**config.mk**
```make
export PLATFORM = sky130hd
export DESIGN_NAME = cmd_phy_txrx_flat
export DESIGN_NICKNAME = d
export VERILOG_FILES = /design/src/rtl/cmd_phy_pkg.sv /design/src/rtl/cmd_phy_txrx_if.sv /design/src/rtl/crc7_serial.sv /design/src/rtl/cmd_phy_txrx.sv /design/src/flat_wrapper.sv
export SDC_FILE = /design/constraint.sdc
export NUM_CORES = 1
export LEC_CHECK = 0
export BUFFER_PORTS_ARGS = -buffer_cell sky130_fd_sc_hd__buf_2
export CAP_MARGIN = 25
export CORE_MARGIN = 3
export CORE_UTILIZATION = 59
export DETAILED_ROUTE_END_ITERATION = 8
export GPL_TIMING_DRIVEN = 0
export PLACE_DENSITY = 0.93
export SLEW_MARGIN = 10
export SYNTH_ARGS = -nofsm -noshare
export SYNTH_HDL_FRONTEND = slang
export SYNTH_SLANG_ARGS = --single-unit
```
**constraint.sdc**
```tcl
create_clock -name clk_SD -period 14.55 [get_ports clk_SD]
set_input_delay 1.455 -clock clk_SD [delete_from_list [all_inputs] [get_ports clk_SD]]
set_output_delay 1.455 -clock clk_SD [all_outputs]
set_load 0.05 [all_outputs]
```
**src/rtl/cmd_phy_pkg.sv**
```systemverilog
// Shared definitions for the SD CMD-line PHY: FSM encoding, response
// type codes, frame lengths and the CRC7 single-bit update step.
package cmd_phy_pkg;

    typedef enum logic [2:0] {
        ST_IDLE = 3'd0,
        ST_SEND = 3'd1,
        ST_WAIT = 3'd2,
        ST_RECV = 3'd3,
        ST_DONE = 3'd4
    } state_t;

    typedef enum logic [1:0] {
        RESP_NONE      = 2'b00,
        RESP_R48       = 2'b01,
        RESP_R136      = 2'b10,
        RESP_R48_NOCRC = 2'b11
    } resp_t;

    localparam int CMD_LEN    = 48;   // full serial command frame
    localparam int CMD_BODY   = 40;   // start/tx/index/argument, covered by CRC
    localparam int RESP_SHORT = 48;
    localparam int RESP_LONG  = 136;
    localparam int LONG_CRC_LO = 8;   // R2 CRC covers [127:8]; first 8 bits skipped
    localparam int LONG_CRC_HI = 128;

    localparam logic [6:0] CRC7_POLY = 7'h09;   // x^7 + x^3 + 1

    // One shift of the CRC7 register with a new message bit.
    function automatic logic [6:0] crc7_step(input logic [6:0] crc, input logic din);
        logic fb;
        fb = din ^ crc[6];
        return {crc[5:0], 1'b0} ^ (fb ? CRC7_POLY : 7'h00);
    endfunction

endpackage

```
**src/rtl/cmd_phy_txrx_if.sv**
```systemverilog
// Handshake bundle between cmd_control (master) and the CMD PHY (slave).
interface cmd_phy_txrx_if;
    import cmd_phy_pkg::*;

    logic                 strobe_in;
    logic [CMD_BODY-1:0]  cmd_in;
    logic [1:0]           resp_type;
    logic                 ack_in;
    logic                 strobe_out;
    logic                 idle_out;
    logic [RESP_LONG-1:0] response;
    logic                 crc_err;
    logic                 timeout_err;

    modport master (
        output strobe_in, cmd_in, resp_type, ack_in,
        input  strobe_out, idle_out, response, crc_err, timeout_err
    );

    modport slave (
        input  strobe_in, cmd_in, resp_type, ack_in,
        output strobe_out, idle_out, response, crc_err, timeout_err
    );
endinterface

```
**src/rtl/crc7_serial.sv**
```systemverilog
// Bit-serial CRC7 accumulator. Clear together with enable starts a new
// CRC from the presented bit, so the first bit is not lost.
module crc7_serial
    import cmd_phy_pkg::*;
(
    input  logic       clk_SD,
    input  logic       reset_host,
    input  logic       i_clear,
    input  logic       i_enable,
    input  logic       i_bit,
    output logic [6:0] o_crc
);

    logic [6:0] r_crc;
    logic [6:0] w_base;

    assign w_base = i_clear ? 7'h00 : r_crc;
    assign o_crc  = r_crc;

    // Accumulate one message bit per enabled cycle.
    always_ff @(posedge clk_SD or posedge reset_host) begin
        if (reset_host) begin
            r_crc <= 7'h00;
        end else if (i_enable) begin
            r_crc <= crc7_step(w_base, i_bit);
        end else if (i_clear) begin
            r_crc <= 7'h00;
        end
    end

endmodule

```
**src/rtl/cmd_phy_txrx.sv**
```systemverilog
// SD host CMD-line PHY: serializes a 40-bit command plus CRC7 and end bit,
// then waits for and deserializes the card response and checks it.
module cmd_phy_txrx
    import cmd_phy_pkg::*;
#(
    parameter int TIMEOUT = 64
) (
    input  logic           clk_SD,
    input  logic           reset_host,
    cmd_phy_txrx_if.slave  ctrl,
    input  logic           IOin_SD,
    output logic           IOout_SD,
    output logic           cmd_oe
);

    localparam int WCNT_W = $clog2(TIMEOUT + 1);

    state_t               r_state;
    resp_t                r_resp_type;
    logic [CMD_BODY-1:0]  r_tx_sr;
    logic [7:0]           r_bit_cnt;
    logic [WCNT_W-1:0]    r_wait_cnt;
    logic                 r_io_out;
    logic                 r_oe;
    logic                 r_strobe;
    logic                 r_idle;
    logic [RESP_LONG-1:0] r_resp;
    logic                 r_crc_err;
    logic                 r_timeout_err;

    logic                 w_crc_clr;
    logic                 w_crc_en;
    logic                 w_crc_bit;
    logic [6:0]           w_crc;
    logic [7:0]           w_bit_next;
    logic [7:0]           w_rx_last;
    logic                 w_is_long;

    assign IOout_SD         = r_io_out;
    assign cmd_oe           = r_oe;
    assign ctrl.strobe_out  = r_strobe;
    assign ctrl.idle_out    = r_idle;
    assign ctrl.response    = r_resp;
    assign ctrl.crc_err     = r_crc_err;
    assign ctrl.timeout_err = r_timeout_err;

    // The bit counter saturates instead of wrapping.
    assign w_bit_next = (r_bit_cnt == 8'hFF) ? 8'hFF : r_bit_cnt + 8'd1;
    assign w_is_long  = (r_resp_type == RESP_R136);
    assign w_rx_last  = w_is_long ? 8'(RESP_LONG - 1) : 8'(RESP_SHORT - 1);

    // One CRC engine serves TX then RX; pick its feed from the current phase.
    always_comb begin
        w_crc_clr = 1'b0;
        w_crc_en  = 1'b0;
        w_crc_bit = 1'b0;
        case (r_state)
            ST_IDLE: begin
                w_crc_clr = ctrl.strobe_in;
                w_crc_en  = ctrl.strobe_in;
                w_crc_bit = ctrl.cmd_in[CMD_BODY-1];
            end
            ST_SEND: begin
                if (r_bit_cnt == 8'(CMD_LEN - 1)) begin
                    w_crc_clr = (r_resp_type != RESP_NONE);
                end else begin
                    w_crc_en  = (w_bit_next < 8'(CMD_BODY));
                    w_crc_bit = r_tx_sr[CMD_BODY-1];
                end
            end
            ST_WAIT: begin
                // Start bit is response bit 0; only short frames cover it.
                w_crc_en  = !IOin_SD && !w_is_long;
                w_crc_bit = IOin_SD;
            end
            ST_RECV: begin
                w_crc_bit = IOin_SD;
                if (w_is_long) begin
                    w_crc_en = (r_bit_cnt >= 8'(LONG_CRC_LO)) && (r_bit_cnt < 8'(LONG_CRC_HI));
                end else begin
                    w_crc_en = (r_bit_cnt < 8'(CMD_BODY));
                end
            end
            default: begin
                w_crc_en = 1'b0;
            end
        endcase
    end

    crc7_serial u_crc7 (
        .clk_SD     (clk_SD),
        .reset_host (reset_host),
        .i_clear    (w_crc_clr),
        .i_enable   (w_crc_en),
        .i_bit      (w_crc_bit),
        .o_crc      (w_crc)
    );

    // Main transaction FSM with registered pad and handshake outputs.
    always_ff @(posedge clk_SD or posedge reset_host) begin
        if (reset_host) begin
            r_state       <= ST_IDLE;
            r_resp_type   <= RESP_NONE;
            r_tx_sr       <= '0;
            r_bit_cnt     <= '0;
            r_wait_cnt    <= '0;
            r_io_out      <= 1'b1;
            r_oe          <= 1'b0;
            r_strobe      <= 1'b0;
            r_idle        <= 1'b1;
            r_resp        <= '0;
            r_crc_err     <= 1'b0;
            r_timeout_err <= 1'b0;
        end else begin
            case (r_state)
                ST_IDLE: begin
                    r_io_out <= 1'b1;
                    r_oe     <= 1'b0;
                    r_idle   <= 1'b1;
                    if (ctrl.strobe_in) begin
                        r_resp_type   <= resp_t'(ctrl.resp_type);
                        // First bit goes straight to the pad; the rest queue up.
                        r_io_out      <= ctrl.cmd_in[CMD_BODY-1];
                        r_tx_sr       <= {ctrl.cmd_in[CMD_BODY-2:0], 1'b0};
                        r_oe          <= 1'b1;
                        r_idle        <= 1'b0;
                        r_bit_cnt     <= '0;
                        r_wait_cnt    <= '0;
                        r_resp        <= '0;
                        r_crc_err     <= 1'b0;
                        r_timeout_err <= 1'b0;
                        r_state       <= ST_SEND;
                    end
                end

                ST_SEND: begin
                    if (r_bit_cnt == 8'(CMD_LEN - 1)) begin
                        r_io_out   <= 1'b1;
                        r_oe       <= 1'b0;
                        r_bit_cnt  <= '0;
                        r_wait_cnt <= '0;
                        if (r_resp_type == RESP_NONE) begin
                            r_strobe <= 1'b1;
                            r_state  <= ST_DONE;
                        end else begin
                            r_state  <= ST_WAIT;
                        end
                    end else begin
                        r_bit_cnt <= w_bit_next;
                        if (w_bit_next == 8'(CMD_BODY)) begin
                            // Body done: reload the shifter with CRC[5:0] and the end bit.
                            r_io_out <= w_crc[6];
                            r_tx_sr  <= {w_crc[5:0], 1'b1, {(CMD_BODY-7){1'b0}}};
                        end else begin
                            r_io_out <= r_tx_sr[CMD_BODY-1];
                            r_tx_sr  <= {r_tx_sr[CMD_BODY-2:0], 1'b0};
                        end
                    end
                end

                ST_WAIT: begin
                    if (!IOin_SD) begin
                        r_resp    <= {r_resp[RESP_LONG-2:0], IOin_SD};
                        r_bit_cnt <= 8'd1;
                        r_state   <= ST_RECV;
                    end else if (r_wait_cnt == WCNT_W'(TIMEOUT - 1)) begin
                        r_timeout_err <= 1'b1;
                        r_strobe      <= 1'b1;
                        r_state       <= ST_DONE;
                    end else begin
                        r_wait_cnt <= r_wait_cnt + 1'b1;
                    end
                end

                ST_RECV: begin
                    r_resp <= {r_resp[RESP_LONG-2:0], IOin_SD};
                    if (r_bit_cnt == w_rx_last) begin
                        // Received CRC field sits in r_resp[6:0] before this final shift.
                        r_crc_err <= !IOin_SD ||
                                     ((r_resp_type != RESP_R48_NOCRC) && (w_crc != r_resp[6:0]));
                        r_strobe  <= 1'b1;
                        r_state   <= ST_DONE;
                    end else begin
                        r_bit_cnt <= w_bit_next;
                    end
                end

                ST_DONE: begin
                    if (ctrl.ack_in) begin
                        r_strobe <= 1'b0;
                        r_idle   <= 1'b1;
                        r_state  <= ST_IDLE;
                    end
                end

                default: begin
                    r_state <= ST_IDLE;
                end
            endcase
        end
    end

endmodule

```
**src/flat_wrapper.sv**
```systemverilog
// flat-port wrapper written by rule: the top's interface ports become plain ports
module cmd_phy_txrx_flat import cmd_phy_pkg::*;
#(
    parameter int TIMEOUT = 64
)
  (clk_SD, reset_host, IOin_SD, IOout_SD, cmd_oe, ctrl_strobe_in, ctrl_cmd_in, ctrl_resp_type, ctrl_ack_in, ctrl_strobe_out, ctrl_idle_out, ctrl_response, ctrl_crc_err, ctrl_timeout_err);
  cmd_phy_txrx_if ctrl_i ();
  input  logic clk_SD;
  input  logic reset_host;
  input  logic IOin_SD;
  output logic IOout_SD;
  output logic cmd_oe;
  input wire logic [$bits(ctrl_i.strobe_in)-1:0] ctrl_strobe_in;
  input wire logic [$bits(ctrl_i.cmd_in)-1:0] ctrl_cmd_in;
  input wire logic [$bits(ctrl_i.resp_type)-1:0] ctrl_resp_type;
  input wire logic [$bits(ctrl_i.ack_in)-1:0] ctrl_ack_in;
  output wire logic [$bits(ctrl_i.strobe_out)-1:0] ctrl_strobe_out;
  output wire logic [$bits(ctrl_i.idle_out)-1:0] ctrl_idle_out;
  output wire logic [$bits(ctrl_i.response)-1:0] ctrl_response;
  output wire logic [$bits(ctrl_i.crc_err)-1:0] ctrl_crc_err;
  output wire logic [$bits(ctrl_i.timeout_err)-1:0] ctrl_timeout_err;
  assign ctrl_i.strobe_in = ctrl_strobe_in;
  assign ctrl_i.cmd_in = ctrl_cmd_in;
  assign ctrl_i.resp_type = ctrl_resp_type;
  assign ctrl_i.ack_in = ctrl_ack_in;
  assign ctrl_strobe_out = ctrl_i.strobe_out;
  assign ctrl_idle_out = ctrl_i.idle_out;
  assign ctrl_response = ctrl_i.response;
  assign ctrl_crc_err = ctrl_i.crc_err;
  assign ctrl_timeout_err = ctrl_i.timeout_err;
  cmd_phy_txrx #(.TIMEOUT(TIMEOUT)) u_core (.clk_SD(clk_SD), .reset_host(reset_host), .ctrl(ctrl_i), .IOin_SD(IOin_SD), .IOout_SD(IOout_SD), .cmd_oe(cmd_oe));
endmodule
```
==> results.cfg, run 1 <==
[setup_path]
timing.rr.end = u_core.ctrl.response[96]
endpoint_kind = flop
reg2reg_slack_ps = 11710
path_max_fanout = 10
cp-start-kind = input port
path_class = input port to flop
startpoint = IOin_SD
reg2reg_depth = 8
crit_arrival_ps = 3670
r2r-start = u_core.r_state[1]
endpoint = u_core.ctrl.response[96]
worstPathRequired_ps = 14990

[logic_synthesis]
synthCells = 1056
synthAdderAreaFrac_pct = 0.406
ys_ff_latch = 208
yosysUniqueCellTypes = 56
syn_nets = 1106
synth_compound_area_share_pct = 8.42
syn_avg_cell_area_sq_um = 8.76
synthArstFlopShare_pct = 100
muxShareOfSynthArea_pct = 1.30
yosysSeqAreaShare_pct = 56.3
yosys_warnings = 0
syn_area_sq_um = 9260
synth-xor-area-share_pct = 1.32
synth-main-ff-cell = dfrtp_1
synth_edf_count = 0
yosys.area_share.simple_pct = 28.4
synth_top_family_by_area = simple AND/OR/NAND/NOR gates

[cells_and_area]
fin_cells = 1495
nets = 1319
final_cell_mix = nand2_1, dfrtp_1, buf_2
syn_to_final_growth_pct = 21.8
final_core_util_pct = 73.9
layout-drive-gt1-share_pct = 19.2
layout_commonest_cell = nand2_1
fillCellCount = 1061

[clock_network]
cts_tree = built
holdBufCountCts = 0
htreeDepth = 1
postCtsSetupRepairBufs = 0
cts_root_buf = clkbuf_16
clk_latency_ps = 500
cts_buffer_depth = 3
cts_resized = 0
numCtsBuffers = 22
clock-sinks = 208
clk_pin_slew_worst_paths_ps = 60

[flow_run]
max-cap-violations = 0

[grt]
antenna_found_initial = 1
grt_pass1_wl_um = 40600
track_usage_pct = 28.0
grt_max_degree = 106
grt.overflow.total = 0
use_met2_pct = 45.8
gr-usage-met1_pct = 36.7
top_usage_layer = met2
grt_pass1_vias = 8179
use_met3_pct = 6.62

[timing]
tightest_slew_ps = 842
maxSlewViolCount = 0
final-hold-violation-count = 0
clock.fmax_ghz = 0.310
rsz0062_at_grt = false
tns_ps = 0
skew_ps = 15.1
relSlewSlack_pct = 43.5
final.period_utilization_pct = 22.2
setup_viol = 0
min_period_ps = 3230

[drt]
drtIter0Drc = 748
drt-total-wl_um = 24600
drt_pre_antenna_iters = 5
wire_per_inst_um = 16.4
antenna_left = 0
drc = 0
via_per_inst = 5.74
num_vias = 8583

[placement]
port_buffers = 188
placedCellCount = 1456
gp_congestion = 0.923
place_hpwl_um = 16900

[run_status]
run_status = finished clean

[power_and_ir_drop]
power_leakage_nw = 6.19
power_density_nw_per_um2 = 178
ir_worst_vdd_mv = 0.106

[floorplan]
num_rows = 45
die_x_um = 131
die-area_sq_um = 17200
ios = 189
core_sq_um = 15300
die-height_um = 131
start_util_pct = 60.7

[hold_path]
worstHoldPathType = flop to flop
cell usage after synthesis, types with 4 or more instances:
| library cell | count | area [sq um] |
|---|---|---|
| o21ai_0 | 10 | 50.1 |
| xor2_1 | 8 | 70.1 |
| clkbuf_1 | 62 | 233 |
| and3_1 | 4 | 25.0 |
| nor3_1 | 7 | 35.0 |
| o21ai_1 | 9 | 45.0 |
| dfrtp_1 | 206 | 5150 |
| a21oi_1 | 15 | 75.1 |
| o211ai_1 | 9 | 67.6 |
| nand3_1 | 178 | 891 |
| mux2i_1 | 12 | 120 |
| inv_1 | 10 | 37.5 |
| nand4_1 | 5 | 31.3 |
| xnor2_1 | 6 | 52.6 |
| nor2_1 | 61 | 229 |
| buf_1 | 4 | 15.0 |
| a31oi_1 | 37 | 231 |
| buf_2 | 11 | 55.1 |
| nand2_1 | 341 | 1280 |
critical path, cell delays in order:
cell      delay, ps
buf_2           150
nand2b_1        180
nand2_1         110
a21oi_1         520
clkbuf_1        550
clkbuf_1        420
nand3_1         180
nand2_1         110
per-stage QoR:
step	hold WS, ps	worst slack (ps)	cell area (sq um)	power, mW
after floorplan	438	7420	9260	1.22
after global placement	448	5240	10500	1.38
after detailed placement	460	10880	10500	1.41
after CTS	486	11370	11300	2.01
after global routing	504	11260	11300	2.12
final	489	11320	11300	2.01
power by group:
part	internal [mW]	total [mW]	switching, mW	leakage (nW)
Sequential	0.663	0.720	0.0571	2.78
Combinational	0.196	0.693	0.498	3.02
Clock	0.369	0.597	0.228	0.382
Total	1.23	2.01	0.782	6.19
sequential cells by signal, indices dropped and copies added (netlist names):
signal                   cells
u_core.ctrl.response       136
u_core.ctrl.crc_err          1
u_core.r_wait_cnt            7
u_core.r_tx_sr              39
u_core.ctrl.timeout_err      1
u_core.ctrl.strobe_out       1
u_core.u_crc7.o_crc          7
u_core.r_state               3
u_core.cmd_oe                1
u_core.ctrl.idle_out         1
u_core.r_bit_cnt             8
u_core.IOout_SD              1
u_core.r_resp_type           2
layout make-up:
type	count	area (sq um)	area share, %
diodes	1	2.50	0.0222
plain buffers	78	310	2.75
clock buffers	29	617	5.47
clock inverters	9	156	1.39
inverters	12	52.6	0.466
multi-input cells	758	3690	32.8
flip-flops and latches	208	5210	46.2
well taps	211	264	2.34
repair buffers	189	968	8.59
worst min path at each step:
stage | to | cells past startpoint | start | slack, ps
after floorplan | u_core.r_tx_sr[1] | 2 | u_core.r_tx_sr[1] | 440
after global placement | u_core.ctrl.response[135] | 2 | u_core.ctrl.response[135] | 450
after detailed placement | u_core.ctrl.response[135] | 2 | u_core.ctrl.response[135] | 460
after CTS | u_core.cmd_oe | 2 | u_core.cmd_oe | 490
after global routing | u_core.ctrl.response[25] | 2 | u_core.ctrl.response[25] | 500
final | u_core.cmd_oe | 2 | u_core.cmd_oe | 490
metal layers:
layer | wire length, um | up-vias | part of all wire [%]
li1 | - | 3982 | -
met1 | 9810 | 4151 | 40
met2 | 11800 | 385 | 48
met3 | 2080 | 65 | 8.5
met4 | 886 | 0 | 3.6
met5 | 0 | - | 0
cell families after synthesis:
family                     count (synthesis)
adders and majority gates                  3
AOI/OAI and AO/OA                        115
xor gates and xnor gates                  14
buffers and inverters                     90
DFF                                      208
muxes                                     12
and+or+nand+nor                          614
Note: power is estimated with default switching activity, not from simulation.
==> inputs of run 2 (changes only) <==
CORE_UTILIZATION = 55   (was 59)
PLACE_DENSITY = 0.88   (was 0.93)
clock period = 3.3 ns   (was 14.55 ns; I/O delays follow)
==> results.cfg, run 2 (synthesized netlist as in run 1, its figures left out) <==
[setup_path]
cpLargestDelayFamily = buffers and inverters
path_buf_inv = 4
cp_slowest_stage_delay_ps = 530
endpoint_kind = flop
crit_slowest_cell = clkbuf_1
worstPathRequired_ps = 3740
path_max_fanout = 10
cp-start-kind = flop
path_class = flop to flop
crit_chain = buf_2 > buf_1 > nand2_1 > a21oi_1 > clkbuf_1 > clkbuf_1 > nand3_1 > nand2_1
crit_arrival_ps = 3170

[timing]
tightest_slew_ps = 952
setup_viol = 0
relSlewSlack_pct = 36.0
final.period_utilization_pct = 82.9
rsz0062_at_grt = false
setup_slack_ps = 563
min_period_ps = 2740
final-hold-violation-count = 0
clock.fmax_ghz = 0.365
skew_ps = 9.77
maxSlewViolCount = 0

[grt]
grt_max_degree = 39
gr-usage-met1_pct = 35.6
grt_pass1_wl_um = 39200
antenna_found_initial = 0
track_usage_pct = 25.9
grt.overflow.total = 0
use_met3_pct = 6.05
use_met2_pct = 41.8
top_usage_layer = met2
grt_pass1_vias = 7812

[clock_network]
htreeDepth = 1
numCtsBuffers = 23
clk_latency_ps = 500
holdBufCountCts = 1
postCtsSetupRepairBufs = 0
cts_buffer_depth = 3
cts_root_buf = clkbuf_16
cts_tree = built
clock-sinks = 208
cts_resized = 0
clk_pin_slew_worst_paths_ps = 60

[run_status]
run_status = finished clean

[cells_and_area]
syn_to_final_growth_pct = 23.4
n_antenna_cell = 0
final_cell_mix = nand2_1, dfrtp_1, buf_2
fillCellCount = 1186
layout_commonest_cell = nand2_1
largest_reg_flops = 136
nets = 1326
final_core_util_pct = 70.6
layout-drive-gt1-share_pct = 19.8

[drt]
wire_per_inst_um = 16.2
antenna_left = 0
via_per_inst = 5.67
drc = 0
num_vias = 8546
drt-total-wl_um = 24400
drt_pre_antenna_iters = 5
drtIter0Drc = 606

[floorplan]
num_rows = 46
start_util_pct = 57.2
core_sq_um = 16200
die-area_sq_um = 18400
die-height_um = 136
die_x_um = 136
ios = 189

[placement]
port_buffers = 188
gp_congestion = 0.918
pre_cts_slack_ps = 613
place_hpwl_um = 17100

[power_and_ir_drop]
total_power_mw = 8.96
power_density_nw_per_um2 = 785
ir_worst_vdd_mv = 0.514
power_leakage_nw = 6.25

[hold_path]
worstHoldPathType = input port to flop

[flow_run]
max-cap-violations = 0
## run 2: changes by cell type in the layout (fill, tap and decap cells not counted), moves of 2 or more
cell | previous run | this run
clkbuf_8 | 4 | 8
buf_12 | 0 | 6
clkinv_2 | 4 | 2
clkbuf_1 | 65 | 63
clkinvlp_4 | 0 | 2
clkinv_4 | 0 | 2
## run 2: area by class of cell
| cell class | instances | area, sq um | share of cell area, % |
|---|---|---|---|
| flip-flops and latches | 208 | 5210 | 45.6 |
| inverters | 12 | 48.8 | 0.427 |
| plain buffers | 78 | 310 | 2.72 |
| well taps | 216 | 270 | 2.37 |
| clock buffers | 32 | 689 | 6.04 |
| repair buffers | 195 | 1070 | 9.38 |
| multi-input cells | 758 | 3690 | 32.3 |
| clock inverters | 9 | 134 | 1.17 |
## run 2: worst paths after layout
check / from / endpoint / slack, ps / depth (start not counted)
setup / recovery: u_core.r_state[1] / u_core.ctrl.response[128] / 560 / 8
hold / removal: ctrl_resp_type[1] / u_core.r_resp_type[1] / 40 / 3
setup reg to reg: u_core.r_state[1] / u_core.ctrl.response[128] / 560 / 8
hold reg to reg: u_core.ctrl.response[135] / u_core.ctrl.response[135] / 470 / 2
max in group asynchronous: reset_host / u_core.ctrl.response[23] / 2060 / 5
min in group asynchronous: reset_host / u_core.ctrl.response[125] / 420 / 3
## run 2: worst reg2reg max path, cell delays in order, from the launching register on
cell and delay (ps):
dfrtp_1 320, buf_2 190, buf_1 380, nand2_1 130, a21oi_1 470, clkbuf_1 530, clkbuf_1 430, nand3_1 140
nand2_1 100
## run 2: power breakdown
group	internal [mW]	switching, mW
sequential	2.92	0.240
combinational	0.875	2.20
clock	1.70	1.03
## run 2: per-stage QoR
step           TNS, ps  instance area, sq um  hold WS [ps]  std cells
2_1_floorplan        0                  9260           428       1056
3_3_place_gp   -200260                 10500           448       1460
3_5_place_dp         0                 10600           387       1466
4_1_cts              0                 11400          22.0       1508
5_1_grt              0                 11400          40.3       1508
6_report             0                 11400          40.2       1508
## run 2: layer usage
| metal | vias up | wire [um] |
|---|---|---|
| li1 | 4003 | - |
| met1 | 4121 | 10300 |
| met2 | 362 | 11500 |
| met3 | 60 | 2060 |
| met4 | 0 | 614 |
| met5 | - | 0 |
==> inputs of run 3 (changes only) <==
clock period = 2.6 ns   (was 3.3 ns; I/O delays follow)
==> results.cfg, run 3 (synthesized netlist as in run 1, its figures left out) <==
[clock_network]
clk_pin_slew_worst_paths_ps = 60
htreeDepth = 1
clk_latency_ps = 500
numCtsBuffers = 23
postCtsSetupRepairBufs = 0
cts_tree = built
cts_buffer_depth = 3
cts_root_buf = clkbuf_16
clock-sinks = 208

[setup_path]
endpoint_kind = flop
cp-start-kind = flop
r2r-start = u_core.r_bit_cnt[1]
endpoint = u_core.r_tx_sr[21]
worstPathRequired_ps = 3010
reg2reg_depth = 9
path_class = flop to flop
startpoint = u_core.r_bit_cnt[1]
reg2reg_slack_ps = 190
path_max_fanout = 10
crit_arrival_ps = 2820
timing.rr.end = u_core.r_tx_sr[21]

[drt]
num_vias = 8545
drc = 0
antenna_left = 0
wire_per_inst_um = 16.3
drt-total-wl_um = 24600
via_per_inst = 5.66
drt_pre_antenna_iters = 5
drtIter0Drc = 645

[timing]
min_period_ps = 2410
setup_slack_ps = 192
tightest_slew_ps = 1010
final-hold-violation-count = 0
final.period_utilization_pct = 92.6
clock.fmax_ghz = 0.415
relSlewSlack_pct = 32.5
skew_ps = 9.89
setup_viol = 0
finalHoldWorstSlack_ps = 22.0
maxSlewViolCount = 0

[hold_path]
worstHoldPathType = input port to flop
hold_start = ctrl_cmd_in[19]

[run_status]
run_status = finished clean

[floorplan]
die_x_um = 136
die-area_sq_um = 18400
ios = 189
core_sq_um = 16200
num_rows = 46
start_util_pct = 57.2
die-height_um = 136

[cells_and_area]
largest_reg_flops = 136
layout-drive-gt1-share_pct = 20.3
nets = 1328
layout_commonest_cell = nand2_1
seqCellArea_sq_um = 5210
multiInputGateArea_sq_um = 3710
fillCellCount = 1173
final_cell_mix = nand2_1, dfrtp_1, buf_2
fin_cells = 1510
syn_to_final_growth_pct = 24.1
n_antenna_cell = 0

[grt]
grt_pass1_wl_um = 39400
antenna_found_initial = 0
grt_pass1_vias = 7869
track_usage_pct = 26.1
grt.overflow.total = 0
grt_max_degree = 39

[power_and_ir_drop]
power_density_nw_per_um2 = 994
ir_worst_vdd_mv = 0.652
power_leakage_nw = 6.28
total_power_mw = 11.4

[placement]
place_hpwl_um = 17100
placedCellCount = 1466
port_buffers = 188
pre_cts_slack_ps = -87.2
gp_congestion = 0.918

[flow_run]
max-cap-violations = 0
run 3: how the worst min path moves through the flow:
stage               depth (start not counted)                        end  slack [ps]
floorplan                                   1        u_core.ctrl.crc_err         360
global placement                            2  u_core.ctrl.response[135]         450
detailed placement                          2  u_core.ctrl.response[125]         320
CTS                                         3         u_core.r_tx_sr[20]           4
global route                                3         u_core.r_tx_sr[26]          10
finish                                      3         u_core.r_tx_sr[20]          20
run 3: per-stage QoR:
stage | area (sq um) | setup TNS, ps | util (%)
final | 11500 | 0 | 71.0
after floorplan | 9260 | -73870 | -
after CTS | 11500 | 0 | 70.9
after global routing | 11500 | -3.99 | 71.0
after detailed placement | 10600 | -3880 | 65.5
after global placement | 10500 | -331220 | 64.7
run 3: metal layers:
metal	vias to the layer above	part of all wire, %	track usage [%]
met5	-	0	0
met4	0	2.3	7.39
met3	54	8.4	6.13
met2	350	47	42.1
met1	4138	42	35.6
li1	4003	-	-
run 3: area by class of cell:
cell class / count / share of cell area [%]
inverters: 12 / 0.425
flip-flops and latches: 208 / 45.4
multi-input cells: 758 / 32.3
clock buffers: 32 / 6.00
clock inverters: 9 / 1.17
repair buffers: 199 / 9.68
well taps: 216 / 2.35
plain buffers: 76 / 2.71
run 3: timing repair:
item | CTS | global route
endpoints found under the hold margin | 19 | 0
hold buffers | 5 | 0
setup endpoints to repair | 100 | 133
resized for setup | 1 | 13
run 3: worst max-delay path, cell delays in order (launching register included):
cell	delay, ps
dfrtp_1	480
ha_4	220
and3_1	160
clkbuf_1	240
a2bb2oi_1	210
nor3_1	60
nand4_1	190
clkbuf_1	380
nand3_1	140
a31oi_1	240
run 3: where the power goes:
group,total [mW],internal (mW),switching (mW)
combinational,3.92,1.12,2.80
clock,3.47,2.15,1.32
sequential,4.02,3.71,0.314
